`src/rtl/di_host_arbiter.sv`:
```
// di_host_arbiter: two-requester arbiter for a shared device interface bus.
// The owner's transaction signals are passed through combinationally; round-robin
// picks the winner on simultaneous requests, and an owner that holds the bus too
// long is forced off and flagged.
//
// state | meaning
// IDLE  | no owner, device strobes low, next owner chosen here
// OWN_A | requester A drives the device bus
// OWN_B | requester B drives the device bus
// TURN  | one dead cycle between owners, device strobes low
module di_host_arbiter #(
    parameter int unsigned TIMEOUT_CYCLES = 65535,
    parameter int unsigned CNT_W          = 16
) (
    input  logic        ifclk,
    input  logic        resetb,

    input  logic [15:0] a_term_addr,
    input  logic [31:0] a_reg_addr,
    input  logic [31:0] a_len,
    input  logic [31:0] a_reg_datai,
    input  logic        a_read_mode,
    input  logic        a_read_req,
    input  logic        a_read,
    input  logic        a_write_mode,
    input  logic        a_write,
    output logic        a_read_rdy,
    output logic        a_write_rdy,
    output logic [31:0] a_reg_datao,
    output logic [15:0] a_transfer_status,

    input  logic [15:0] b_term_addr,
    input  logic [31:0] b_reg_addr,
    input  logic [31:0] b_len,
    input  logic [31:0] b_reg_datai,
    input  logic        b_read_mode,
    input  logic        b_read_req,
    input  logic        b_read,
    input  logic        b_write_mode,
    input  logic        b_write,
    output logic        b_read_rdy,
    output logic        b_write_rdy,
    output logic [31:0] b_reg_datao,
    output logic [15:0] b_transfer_status,

    output logic [15:0] di_term_addr,
    output logic [31:0] di_reg_addr,
    output logic [31:0] di_len,
    output logic [31:0] di_reg_datai,
    output logic        di_read_mode,
    output logic        di_read_req,
    output logic        di_read,
    output logic        di_write_mode,
    output logic        di_write,
    input  logic        di_read_rdy,
    input  logic        di_write_rdy,
    input  logic [31:0] di_reg_datao,
    input  logic [15:0] di_transfer_status,

    output logic [1:0]  grant,
    output logic        timeout_err,
    input  logic        timeout_clr
);

    typedef enum logic [1:0] {
        IDLE  = 2'd0,
        OWN_A = 2'd1,
        OWN_B = 2'd2,
        TURN  = 2'd3
    } state_t;

    localparam logic [CNT_W-1:0] CNT_LAST = CNT_W'(TIMEOUT_CYCLES - 1);
    localparam logic [CNT_W-1:0] CNT_MAX  = '1;

    state_t            state_q, state_d;
    logic              last_b_q, last_b_d;      // 1: B was granted most recently
    logic              inelig_a_q, inelig_a_d;
    logic              inelig_b_q, inelig_b_d;
    logic [CNT_W-1:0]  cnt_q, cnt_d;
    logic              timeout_err_q, timeout_err_d;
    logic              ready_q;                 // blocks granting on the first edge after reset release
    logic [31:0]       a_datao_q, a_datao_d, b_datao_q, b_datao_d;
    logic [15:0]       a_status_q, a_status_d, b_status_q, b_status_d;

    logic req_a, req_b, elig_a, elig_b;
    logic timeout_a, timeout_b;

    assign req_a  = a_read_mode | a_write_mode;
    assign req_b  = b_read_mode | b_write_mode;
    assign elig_a = req_a & ~inelig_a_q;
    assign elig_b = req_b & ~inelig_b_q;

    assign timeout_a = (state_q == OWN_A) && req_a && (cnt_q == CNT_LAST);
    assign timeout_b = (state_q == OWN_B) && req_b && (cnt_q == CNT_LAST);

    // Next-state, hold counter and round-robin bookkeeping
    always_comb begin
        state_d  = state_q;
        last_b_d = last_b_q;
        cnt_d    = cnt_q;
        case (state_q)
            IDLE: begin
                cnt_d = '0;
                if (ready_q) begin
                    if (elig_a && (!elig_b || last_b_q)) begin
                        state_d  = OWN_A;
                        last_b_d = 1'b0;
                    end else if (elig_b) begin
                        state_d  = OWN_B;
                        last_b_d = 1'b1;
                    end
                end
            end
            OWN_A: begin
                if (cnt_q != CNT_MAX) cnt_d = cnt_q + 1'b1;
                if (!req_a || timeout_a) state_d = TURN;
            end
            OWN_B: begin
                if (cnt_q != CNT_MAX) cnt_d = cnt_q + 1'b1;
                if (!req_b || timeout_b) state_d = TURN;
            end
            TURN: begin
                cnt_d   = '0;
                state_d = IDLE;
            end
            default: state_d = IDLE;
        endcase
    end

    // Sticky error, lockout flags and per-requester held return values
    always_comb begin
        timeout_err_d = timeout_err_q;
        if (timeout_a || timeout_b) timeout_err_d = 1'b1;
        else if (timeout_clr)       timeout_err_d = 1'b0;

        inelig_a_d = inelig_a_q;
        if (timeout_a)   inelig_a_d = 1'b1;
        else if (!req_a) inelig_a_d = 1'b0;

        inelig_b_d = inelig_b_q;
        if (timeout_b)   inelig_b_d = 1'b1;
        else if (!req_b) inelig_b_d = 1'b0;

        a_datao_d  = (state_q == OWN_A) ? di_reg_datao       : a_datao_q;
        a_status_d = (state_q == OWN_A) ? di_transfer_status : a_status_q;
        b_datao_d  = (state_q == OWN_B) ? di_reg_datao       : b_datao_q;
        b_status_d = (state_q == OWN_B) ? di_transfer_status : b_status_q;
    end

    // State and bookkeeping registers
    always_ff @(posedge ifclk or negedge resetb) begin
        if (!resetb) begin
            state_q       <= IDLE;
            last_b_q      <= 1'b1;
            inelig_a_q    <= 1'b0;
            inelig_b_q    <= 1'b0;
            cnt_q         <= '0;
            timeout_err_q <= 1'b0;
            ready_q       <= 1'b0;
            a_datao_q     <= '0;
            a_status_q    <= '0;
            b_datao_q     <= '0;
            b_status_q    <= '0;
        end else begin
            state_q       <= state_d;
            last_b_q      <= last_b_d;
            inelig_a_q    <= inelig_a_d;
            inelig_b_q    <= inelig_b_d;
            cnt_q         <= cnt_d;
            timeout_err_q <= timeout_err_d;
            ready_q       <= 1'b1;
            a_datao_q     <= a_datao_d;
            a_status_q    <= a_status_d;
            b_datao_q     <= b_datao_d;
            b_status_q    <= b_status_d;
        end
    end

    // Output steering: owner's signals pass straight through, everything else idles
    always_comb begin
        di_term_addr      = '0;
        di_reg_addr       = '0;
        di_len            = '0;
        di_reg_datai      = '0;
        di_read_mode      = 1'b0;
        di_read_req       = 1'b0;
        di_read           = 1'b0;
        di_write_mode     = 1'b0;
        di_write          = 1'b0;
        a_read_rdy        = 1'b0;
        a_write_rdy       = 1'b0;
        b_read_rdy        = 1'b0;
        b_write_rdy       = 1'b0;
        a_reg_datao       = a_datao_q;
        a_transfer_status = a_status_q;
        b_reg_datao       = b_datao_q;
        b_transfer_status = b_status_q;
        case (state_q)
            OWN_A: begin
                di_term_addr      = a_term_addr;
                di_reg_addr       = a_reg_addr;
                di_len            = a_len;
                di_reg_datai      = a_reg_datai;
                di_read_mode      = a_read_mode;
                di_read_req       = a_read_req;
                di_read           = a_read;
                di_write_mode     = a_write_mode;
                di_write          = a_write;
                a_read_rdy        = di_read_rdy;
                a_write_rdy       = di_write_rdy;
                a_reg_datao       = di_reg_datao;
                a_transfer_status = di_transfer_status;
            end
            OWN_B: begin
                di_term_addr      = b_term_addr;
                di_reg_addr       = b_reg_addr;
                di_len            = b_len;
                di_reg_datai      = b_reg_datai;
                di_read_mode      = b_read_mode;
                di_read_req       = b_read_req;
                di_read           = b_read;
                di_write_mode     = b_write_mode;
                di_write          = b_write;
                b_read_rdy        = di_read_rdy;
                b_write_rdy       = di_write_rdy;
                b_reg_datao       = di_reg_datao;
                b_transfer_status = di_transfer_status;
            end
            default: ;
        endcase
    end

    assign grant       = {state_q == OWN_B, state_q == OWN_A};
    assign timeout_err = timeout_err_q;

endmodule

```
`config.mk`:
```
export PLATFORM = sky130hd
export DESIGN_NAME = di_host_arbiter
export DESIGN_NICKNAME = d
export VERILOG_FILES = /design/src/rtl/di_host_arbiter.sv
export SDC_FILE = /design/constraint.sdc
export NUM_CORES = 1
export LEC_CHECK = 0
export ABC_AREA = 1
export BUFFER_PORTS_ARGS = -buffer_cell sky130_fd_sc_hd__buf_2
export CELL_PAD_IN_SITES_DETAIL_PLACEMENT = 0
export CELL_PAD_IN_SITES_GLOBAL_PLACEMENT = 1
export CORE_AREA = 4 4 197 199
export CTS_CLUSTER_SIZE = 16
export DETAILED_ROUTE_END_ITERATION = 6
export DIE_AREA = 0 0 201 203
export PLACE_DENSITY_LB_ADDON = 0.1
export SYNTH_ARGS = -nofsm -noshare
export SYNTH_HDL_FRONTEND = slang
export SYNTH_SLANG_ARGS = --single-unit
```
`constraint.sdc`:
```
create_clock -name ifclk -period 1.6 [get_ports ifclk]
set_clock_uncertainty 0.15 [all_clocks]
set_input_delay 0.08 -clock ifclk [delete_from_list [all_inputs] [get_ports ifclk]]
set_output_delay 0.08 -clock ifclk [all_outputs]
set_load 0.005 [all_outputs]
```
* Word level (Yosys, flattened, before mapping)
Cells that the tools add are included.
** Word-level totals
- Bits in registers :: 119
- Bits of input ports :: 287
- Output and inout bits :: 220
** Operators by class
- Reduce and logical (&&, ||, !) cells :: 19
- Add/subtract/negate cells :: 1
- Equality and inequality tests :: 12
- Bitwise gates (word level) :: 6
- Muxes and demuxes :: 33
** Operators by type and width (number)
- $pmux 32 s2 :: 3
- $mux 32 :: 2
- $pmux 16 s2 :: 2
- $mux 16 :: 3
- $add 16x1->16 const B :: 1
- $eq 16x16->1 const B :: 1
- $ne 16x16->1 const B :: 1
- $mux 1 :: 12
- $mux 2 :: 5
- $ne 2x1->1 const B :: 5
- $pmux 1 s2 :: 5
- $pmux 2 s4 :: 1
- $logic_and 1x1->1 :: 5
- $eq 2x2->1 const B :: 2
- $logic_or 1x1->1 :: 4
- $reduce_and 4->1 :: 1
- $reduce_bool 2->1 :: 2
- $reduce_or 2->1 :: 2
- $logic_not 1->1 :: 3
- $ne 3x3->1 const B :: 1
- $reduce_and 3->1 :: 1
- $and 1x1->1 :: 2
- $eq 2x1->1 const B :: 1
- $logic_not 2->1 :: 1
- other kinds (3) :: 5

* Logic depth before layout (Yosys ltp)
Gate-level depths: netlist of run 1.
- Word-level depth :: 8
- Depth in mapped cells :: 9

* Worst setup path before layout of run 1
Ideal clock, no wire load.
- Path kind :: reg-to-output
- Start point :: reg state_q[0]
- End point :: out di_len[10]
- Data required time :: 1370 ps
- Arrival :: 1499 ps
- Slack :: -129 ps
- Stages on the path, launching flop included :: 7
- Path buffers :: 2
- Cells stage by stage :: dfrtp_1 > inv_1 > ha_1 > inv_1 > clkbuf_1 > clkbuf_1 > a21oi_1
** On the way
- Cells in the longest elaborated chain, start to end :: 2
- Elaborated cells between the ends (all ways) :: 3
- Those cells by class :: eq/ne: 2; mux: 1
** Ends and longest elaborated chain
- start: declaration :: line 75 : state_t state_q, state_d;
- start signal: assignment :: line 165 : state_q <= state_d;
- $eq 2x2->1 or $eq 2x1->1 (tied branches) :: line 198 : case (state_q)
- $pmux 32 s2 * :: line 198
- end: declaration :: line 48 : output logic [31:0] di_len,
Mark *: on every way between the ends. The rest lies on a longest branch, timed or not.

* Worst setup path after layout of run 1
- Start point :: reg state_q[0]
- End point :: out a_transfer_status[13]
** On the way
- Cells in the longest elaborated chain, start to end :: 2
** Ends and longest elaborated chain
- $eq 2x1->1 :: line 198
- $mux 16
- end: declaration :: line 30 : output logic [15:0] a_transfer_status,
Every way passes these cells.

==> impl_metrics.yaml, run 1 <==
run_status:
  status: "complete, but fails checks"
  violations: "setup timing"
timing:
  fmax_mhz: 465
  timing.final.max_slew_violations: 0
  setup_viol: 296
  worst_pin_slew_ns: 0.947
  min_period_ns: 2.15
  holdWs_ns: 0.108
  post-route-worst-setup-slack_ns: -0.549
  hold_viol: 0
  period_share_pct: 134
  rsz0062_at_grt: "yes"
  relSlewSlack_pct: 36.6
cells_and_area:
  fillers: 3968
  layout_commonest_cell: "buf_2"
  mostFrequentLayoutCells: "buf_2 (470), nand2_1 (443), dfrtp_1 (118)"
  final_nets: 1983
  area_growth_pct: 113
  final_layout_size_suffix_gt1_share_pct: 55.7
  fin_util_pct: 38.1
drt:
  dr.pass1.iters: 4
  wl_um: 44600
  antenna_left: 0
  route.detailed.wl_per_inst_um: 20.4
  drt_iter0_drc: 501
  drc_errors: 0
  viasPerCell: 4.24
  route.vias.total: 9272
power:
  p_sw_share_pct: 42.6
  irDropWorstVdd_mv: 0.797
  pwr-share-clk_pct: 13.5
  power_frac_seq_pct: 15.5
  pwr-share-comb_pct: 71.0
  power_density_nw_per_um2: 2100
  p_leak_nw: 7.49
  p_switching_w: 0.0127
  p_int_w: 0.0170
clock_network:
  clk_pin_slew_ns: 0.06
  htreeDepth: 4
  cts.sinks: 119
  cts_made_buffers: 17
  root_buffer: "clkbuf_16"
  clockBufferDepth: 2
  tritoncts: "yes"
  clk_latency_ns: 0.43
synthesis:
  syn_inst: 1001
  synth.ff_latch_count: 119
  synthArstFlopShare_pct: 100
  synth.avg_cell_area_um2: 6.65
  seq_area_frac_synth_pct: 44.8
  netlist_area_um2: 6660
  ys_types: 28
  synth_edf_count: 0
  yosysWarnings: 0
  synth.net_count: 1294
  synth_ff_type: "dfrtp_1"
critical_path:
  critPathLaunchType: "register"
  critPathMaxFanout: 7
  r2r_slack_ns: -0.50
  endpoint_kind: "output port"
  cp.required_ns: 1.37
  rr_endpoint: "b_status_q[9]"
  worstSetupPathType: "reg2out"
  r2r_start: "state_q[1]"
  reg2reg_depth: 12
  worstPathArrival_ns: 1.92
placement:
  gp_congestion: 0.851
  io_buffers: 506
  dp_hpwl_um: 31800
global_routing:
  grt_pass1_vias: 9185
  grt_util_all_layers_pct: 19.9
  grt_pass1_wl_um: 61500
  grt_start_max_net_pins: 44
  grt_overflow: 0
  antenna_found_initial: 12
job:
  maxCapViolCount: 0
floorplan:
  coreArea_um2: 37200
  start_util_pct: 17.9
  dieWidth_um: 201
  pin_count: 507
  rows: 71
  dieArea_um2: 40800
  die-height_um: 203
worst_hold_path:
  hp-class: "in2async"
==> per-layer routing <==
layer / GRT usage (%) / share of wire, % / up-vias
met5: 0 / 0.070 / -
met4: 4.50 / 1.7 / 4
met3: 8.24 / 8.2 / 44
met2: 31.1 / 45 / 326
met1: 26.0 / 45 / 4348
li1: - / - / 4550
==> area by class of cell <==
class	instances	area, um2	share of cell area, %
sequential	119	2980	21.0
multi-input combinational	788	4200	29.7
clock inverter	12	150	1.06
clock buffer	20	447	3.15
timing repair buffer	733	5620	39.7
inverter	31	148	1.04
antenna	12	30.0	0.212
tap	474	593	4.18
==> kinds of logic (layout without fill, tap and decap cells) <==
group,count (synthesis),in the layout,synth area share [%]
fa+ha+maj,6,6,1.13
xor+xnor,1,1,0.132
buf+inv,94,796,5.68
other cells,1,13,0.0563
flops,119,119,44.8
compound gates,136,136,10.5
simple gates,644,644,37.8
==> worst max path at each step <==
| stage | start | end | slack, ns | depth (start not counted) |
|---|---|---|---|---|
| 6_report | state_q[0] | a_transfer_status[13] | -0.55 | 8 |
| 5_1_grt | state_q[0] | b_transfer_status[14] | -0.62 | 9 |
| 4_1_cts | state_q[1] | b_transfer_status[7] | -0.54 | 9 |
| 3_5_place_dp | state_q[1] | di_write_mode | -0.20 | 6 |
| 3_3_place_gp | state_q[1] | di_write_mode | -0.23 | 6 |
| 2_1_floorplan | state_q[1] | a_reg_datao[0] | -0.01 | 7 |
==> power groups by stage <==
stage	logic, W	clock network, W	registers, W
2_1_floorplan	0.00590	0	0.00460
3_3_place_gp	0.0147	0	0.00464
3_5_place_dp	0.0146	0	0.00466
4_1_cts	0.0185	0.00411	0.00462
5_1_grt	0.0227	0.00424	0.00474
6_report	0.0211	0.00400	0.00462
==> repair_timing <==
item,CTS,global route
cloned,14,22
buffers inserted,23,8
pin swaps,35,42
hold endpoints to repair,215,0
setup endpoints to repair,249,327
hold buffers,55,0
resized for setup,176,185
==> critical path, stage by stage (launching register included) <==
cell       delay, ns
dfrtp_1         0.40
buf_4           0.15
ha_4            0.19
buf_12          0.17
buf_12          0.16
clkbuf_16       0.16
nand2_1         0.05
nand2_1         0.06
buf_2           0.14
==> cell usage after synthesis, types with 3 or more instances <==
master    instances  share of area, %
inv_1            31               1.7
buf_2            14               1.1
or2_2             3              0.28
nor2_1           22               1.2
a21oi_1         122               9.2
dfrtp_1         118                44
nand2_1         579                33
nand2_2           4              0.38
nor2_4            3              0.51
nand4_1           5              0.47
o21bai_1          3              0.34
nand3_1          24               1.8
o21ai_0           7              0.53
ha_1              6               1.1
buf_1            10              0.56
clkbuf_1         38               2.1
==> registers in the layout (all words and copies together) (netlist names) <==
name         flops
a_datao_q       32
a_status_q      16
b_datao_q       32
b_status_q      16
cnt_q           16
inelig_a_q       1
inelig_b_q       1
last_b_q         1
ready_q          1
state_q          2
timeout_err      1
==> per-stage QoR <==
step                power [W]  cells  instance area [um2]  setup WS (ns)  TNS [ns]
floorplan              0.0105   1001                 6700       -0.00964    -0.290
global placement       0.0193   2030                10700         -0.228     -7.57
detailed placement     0.0193   2030                10700         -0.200    -10.64
CTS                    0.0273   2154                13100         -0.545   -113.39
global route           0.0317   2183                14200         -0.619   -137.41
finish                 0.0297   2189                14200         -0.549   -108.15
Power figures use the tool's default switching activity.
==> run 2: changes to the inputs <==
Settings changed: CORE_AREA 4 4 197 199 to 2 2 195 197, DIE_AREA 0 0 201 203 to 0 0 197 199.
Clock period 1.6 ns to 1.8 ns, I/O delays scaled along.
==> impl_metrics.yaml, run 2 (synthesis results as in run 1) <==
timing:
  hold_viol: 0
  relSlewSlack_pct: 44.2
  rsz0062_at_grt: "yes"
  fin_tns_setup_ns: -73.25
  timing.final.max_slew_violations: 0
  fmax_mhz: 450
  period_share_pct: 123
  setup_viol: 223
  post-route-worst-setup-slack_ns: -0.421
  worst_pin_slew_ns: 0.834
  min_period_ns: 2.22
clock_network:
  clockBufferDepth: 2
  clk_latency_ns: 0.42
  htreeDepth: 4
  clk_pin_slew_ns: 0.07
  cts_made_buffers: 17
  root_buffer: "clkbuf_16"
  tritoncts: "yes"
  cts.sinks: 119
placement:
  dp_hpwl_um: 34600
  gp_congestion: 0.848
  io_buffers: 506
run_status:
  status: "complete, but fails checks"
  violations: "setup timing"
global_routing:
  grt_pass1_vias: 8974
  grt_pass1_wl_um: 63000
  grt_start_max_net_pins: 60
  grt_util_all_layers_pct: 22.5
  grt_overflow: 0
  antenna_found_initial: 3
critical_path:
  worstPathArrival_ns: 1.98
  reg2reg_depth: 9
  critPathLaunchType: "register"
  cp.required_ns: 1.56
  endpoint_kind: "output port"
  worstSetupPathType: "reg2out"
  critPathMaxFanout: 7
  r2r_start: "state_q[1]"
  rr_endpoint: "state_q[1]"
  r2r_slack_ns: -0.19
worst_hold_path:
  hp-class: "in2reg"
  min_path_cells: 7
  hold_end: "last_b_q"
  min_from: "b_read_mode"
power:
  power_density_nw_per_um2: 1930
  p_leak_nw: 7.49
  irDropWorstVdd_mv: 0.764
floorplan:
  coreArea_um2: 37100
  dieWidth_um: 197
  rows: 71
  pin_count: 507
  start_util_pct: 17.9
  dieArea_um2: 39200
  die-height_um: 199
cells_and_area:
  fillers: 3916
  multi_input_area_um2: 4540
  final_layout_size_suffix_gt1_share_pct: 58.0
  reg_top3: "a_datao_q x32, b_datao_q x32"
  mostFrequentLayoutCells: "buf_2 (448), nand2_1 (401), nand2_2 (126)"
  ff_latch_area_um2: 2980
  fin_util_pct: 39.4
  area_growth_pct: 120
  final_nets: 1962
  layout_commonest_cell: "buf_2"
drt:
  antenna_left: 0
  wl_met1_um: 22400
  dr.pass1.iters: 5
  drc_errors: 0
  route.vias.total: 9353
  wl_um: 48000
  top_layer_used: "met5"
  dr_wl_met2_um: 21800
  viasPerCell: 4.33
  drt_iter0_drc: 577
  routed-wl-met3_um: 3200
  route.detailed.wl_per_inst_um: 22.3
job:
  maxCapViolCount: 0
[run 2: per-layer routing]
layer  global-route usage [%]  vias up
li1                         -     4485
met1                     32.6     4444
met2                     33.4      387
met3                     5.76       35
met4                     4.98        2
met5                        0        -
[run 2: metrics by stage]
| stage | cell area [um2] | cells | hold slack [ns] | total power, W | worst slack [ns] |
|---|---|---|---|---|---|
| after detailed placement | 10200 | 1977 | -0.146 | 0.0160 | -0.314 |
| final | 14600 | 2158 | 0.0602 | 0.0282 | -0.421 |
| after CTS | 13000 | 2114 | 0.0314 | 0.0244 | -0.428 |
| after global routing | 14600 | 2156 | 0.0836 | 0.0297 | -0.470 |
| after global placement | 10200 | 1977 | -0.145 | 0.0161 | -0.357 |
| after floorplan | 6660 | 1001 | -0.356 | 0.00921 | 0.0610 |
[run 2: where the power goes]
part	internal (W)	switching, W
logic	0.0100	0.0105
registers	0.00381	0.000424
clock network	0.00198	0.00145
total	0.0158	0.0124
[run 2: cell type report]
class / count / share of cell area [%]
inverters: 31 / 1.04
multi-input cells: 788 / 31.0
clock buffers: 18 / 3.00
clock inverters: 14 / 0.959
repair buffers: 711 / 39.4
flip-flops and latches: 119 / 20.4
repair inverters: 1 / 0.0770
diodes: 2 / 0.0342
well taps: 474 / 4.06
[run 2: worst max-delay path, stage by stage, from the launching register on]
cell and delay [ns]:
dfrtp_1 0.39, inv_2 0.11, ha_4 0.23, bufbuf_16 0.27, nand2_1 0.05, a21oi_1 0.31, buf_2 0.20
[run 2: how the worst max path moves through the flow]
stage                     slack [ns]  cells past startpoint       start        endpoint
after floorplan                 0.06                      6  state_q[0]      di_len[10]
after global placement         -0.36                      8  state_q[0]         di_read
after detailed placement       -0.31                      8  state_q[0]      di_len[31]
after CTS                      -0.43                      6  state_q[1]  di_reg_addr[5]
after global routing           -0.47                      6  state_q[1]  di_reg_addr[5]
final                          -0.42                      6  state_q[1]  di_reg_addr[5]
[run 2: repair_timing]
| action | CTS | global route |
|---|---|---|
| hold buffers | 55 | 0 |
| setup buffers | 33 | 26 |
| hold endpoints to repair | 217 | 0 |
| pin swaps | 59 | 50 |
| cloned | 19 | 16 |
| gates resized for setup | 224 | 285 |
| setup endpoints to repair | 219 | 242 |
==> run 3: changes to the inputs <==
Settings changed: CTS_BUF_LIST set to sky130_fd_sc_hd__clkbuf_16.
==> impl_metrics.yaml, run 3 (synthesis results as in run 1) <==
critical_path:
  r2r_slack_ns: -0.16
  endpoint_kind: "output port"
  critPathMaxFanout: 7
  worstPathArrival_ns: 2.02
  worstSetupPathType: "reg2out"
  cp.required_ns: 1.56
  critPathLaunchType: "register"
global_routing:
  grt_start_max_net_pins: 60
  grt_util_all_layers_pct: 22.5
  antenna_found_initial: 3
  grt_pass1_vias: 8974
  grt_pass1_wl_um: 63000
  grt_overflow: 0
floorplan:
  pin_count: 507
  rows: 71
  dieWidth_um: 197
  die-height_um: 199
  coreArea_um2: 37100
  start_util_pct: 17.9
  dieArea_um2: 39200
cells_and_area:
  final_nets: 1962
  area_growth_pct: 120
  layout_commonest_cell: "buf_2"
  mostFrequentLayoutCells: "buf_2 (448), nand2_1 (401), nand2_2 (126)"
  finalInstanceArea_um2: 14600
  final_layout_size_suffix_gt1_share_pct: 57.9
  fillers: 3920
  reg_top3: "a_datao_q x32, b_datao_q x32"
timing:
  timing.final.max_slew_violations: 0
  post-route-worst-setup-slack_ns: -0.461
  rsz0062_at_grt: "yes"
  period_share_pct: 126
  fmax_mhz: 442
  fin_tns_setup_ns: -73.48
  relSlewSlack_pct: 44.2
  worst_pin_slew_ns: 0.834
  min_period_ns: 2.26
  setup_viol: 223
  hold_viol: 0
drt:
  drt_iter0_drc: 506
  route.detailed.wl_per_inst_um: 22.3
  route.vias.total: 9347
  antenna_left: 0
  viasPerCell: 4.33
  dr.pass1.iters: 5
  wl_um: 48100
  drc_errors: 0
clock_network:
  cts_made_buffers: 17
  tritoncts: "yes"
  root_buffer: "clkbuf_16"
  cts.sinks: 119
  htreeDepth: 4
  clk_latency_ns: 0.42
  clockBufferDepth: 2
  clk_pin_slew_ns: 0.07
placement:
  io_buffers: 506
  gp_congestion: 0.848
  dp_hpwl_um: 34600
  place_ws_ns: -0.314
  placed_area_um2: 10200
power:
  p_leak_nw: 7.48
  irDropWorstVdd_mv: 0.764
  power_density_nw_per_um2: 1930
  power_w: 0.0282
worst_hold_path:
  hp-class: "in2reg"
job:
  maxCapViolCount: 0
run_status:
  violations: "setup timing"
  status: "complete, but fails checks"
==> run 3: cell count changes in the layout (fill, tap and decap cells not counted) <==
cell / before / now
diode_2: 2 / 3
clkbuf_8: 1 / 0
clkinv_1: 0 / 1
==> run 3: layout make-up <==
| type | count | area, um2 | area share [%] |
|---|---|---|---|
| well taps | 474 | 593 | 4.06 |
| clock inverters | 15 | 144 | 0.985 |
| repair buffers | 711 | 5760 | 39.4 |
| inverters | 31 | 151 | 1.04 |
| flip-flops and latches | 119 | 2980 | 20.4 |
| diodes | 3 | 7.51 | 0.0514 |
| repair inverters | 1 | 11.3 | 0.0771 |
| multi-input cells | 788 | 4540 | 31.0 |
| clock buffers | 17 | 425 | 2.91 |
==> run 3: worst max-delay path: stages (launching register included) <==
cell,delay [ns]
dfrtp_1,0.39
inv_2,0.11
ha_4,0.23
bufbuf_16,0.27
nand2_1,0.06
a21oi_1,0.34
buf_2,0.21
==> run 3: report_power, final <==
part           leakage [nW]  total, W  internal (W)  switching (W)
clock                 0.275   0.00339       0.00193        0.00145
sequential             1.49   0.00423       0.00381       0.000424
combinational          5.71    0.0205        0.0100         0.0105
total                  7.48    0.0282        0.0158         0.0124
==> run 3: worst paths after layout <==
| path | startpoint | endpoint | cells after the start |
|---|---|---|---|
| worst max-delay path | state_q[1] | di_reg_addr[5] | 6 |
| worst min-delay path | b_read_mode | last_b_q | 7 |
| worst max register to register | state_q[1] | state_q[1] | 9 |
| worst min register to register | b_status_q[5] | b_status_q[5] | 2 |
| max in group asynchronous | resetb | a_status_q[3] | 3 |
| min in group asynchronous | resetb | a_datao_q[26] | 3 |
==> run 3: per-stage QoR <==
step / hold slack [ns] / util, % / cells
2_1_floorplan: -0.356 / - / 1001
3_3_place_gp: -0.145 / 27.4 / 1977
3_5_place_dp: -0.146 / 27.4 / 1977
4_1_cts: 0.0314 / 35.0 / 2114
5_1_grt: 0.0836 / 39.3 / 2156
6_report: 0.0581 / 39.3 / 2159
==> run 3: timing repair <==
item / CTS / global route
hold buffers: 55 / 0
resized for setup: 224 / 285
cloned: 19 / 16
setup buffers: 33 / 26
setup endpoints to repair: 219 / 242
pin swaps: 59 / 50
endpoints found under the hold margin: 217 / 0
==> run 3: routing by layer <==
layer / vias up / GRT usage (%) / part of all wire, %
met5: - / 0 / 0.015
met4: 2 / 4.98 / 1.3
met3: 33 / 5.76 / 6.5
met2: 383 / 33.4 / 45
met1: 4444 / 32.6 / 47
li1: 4485 / - / -
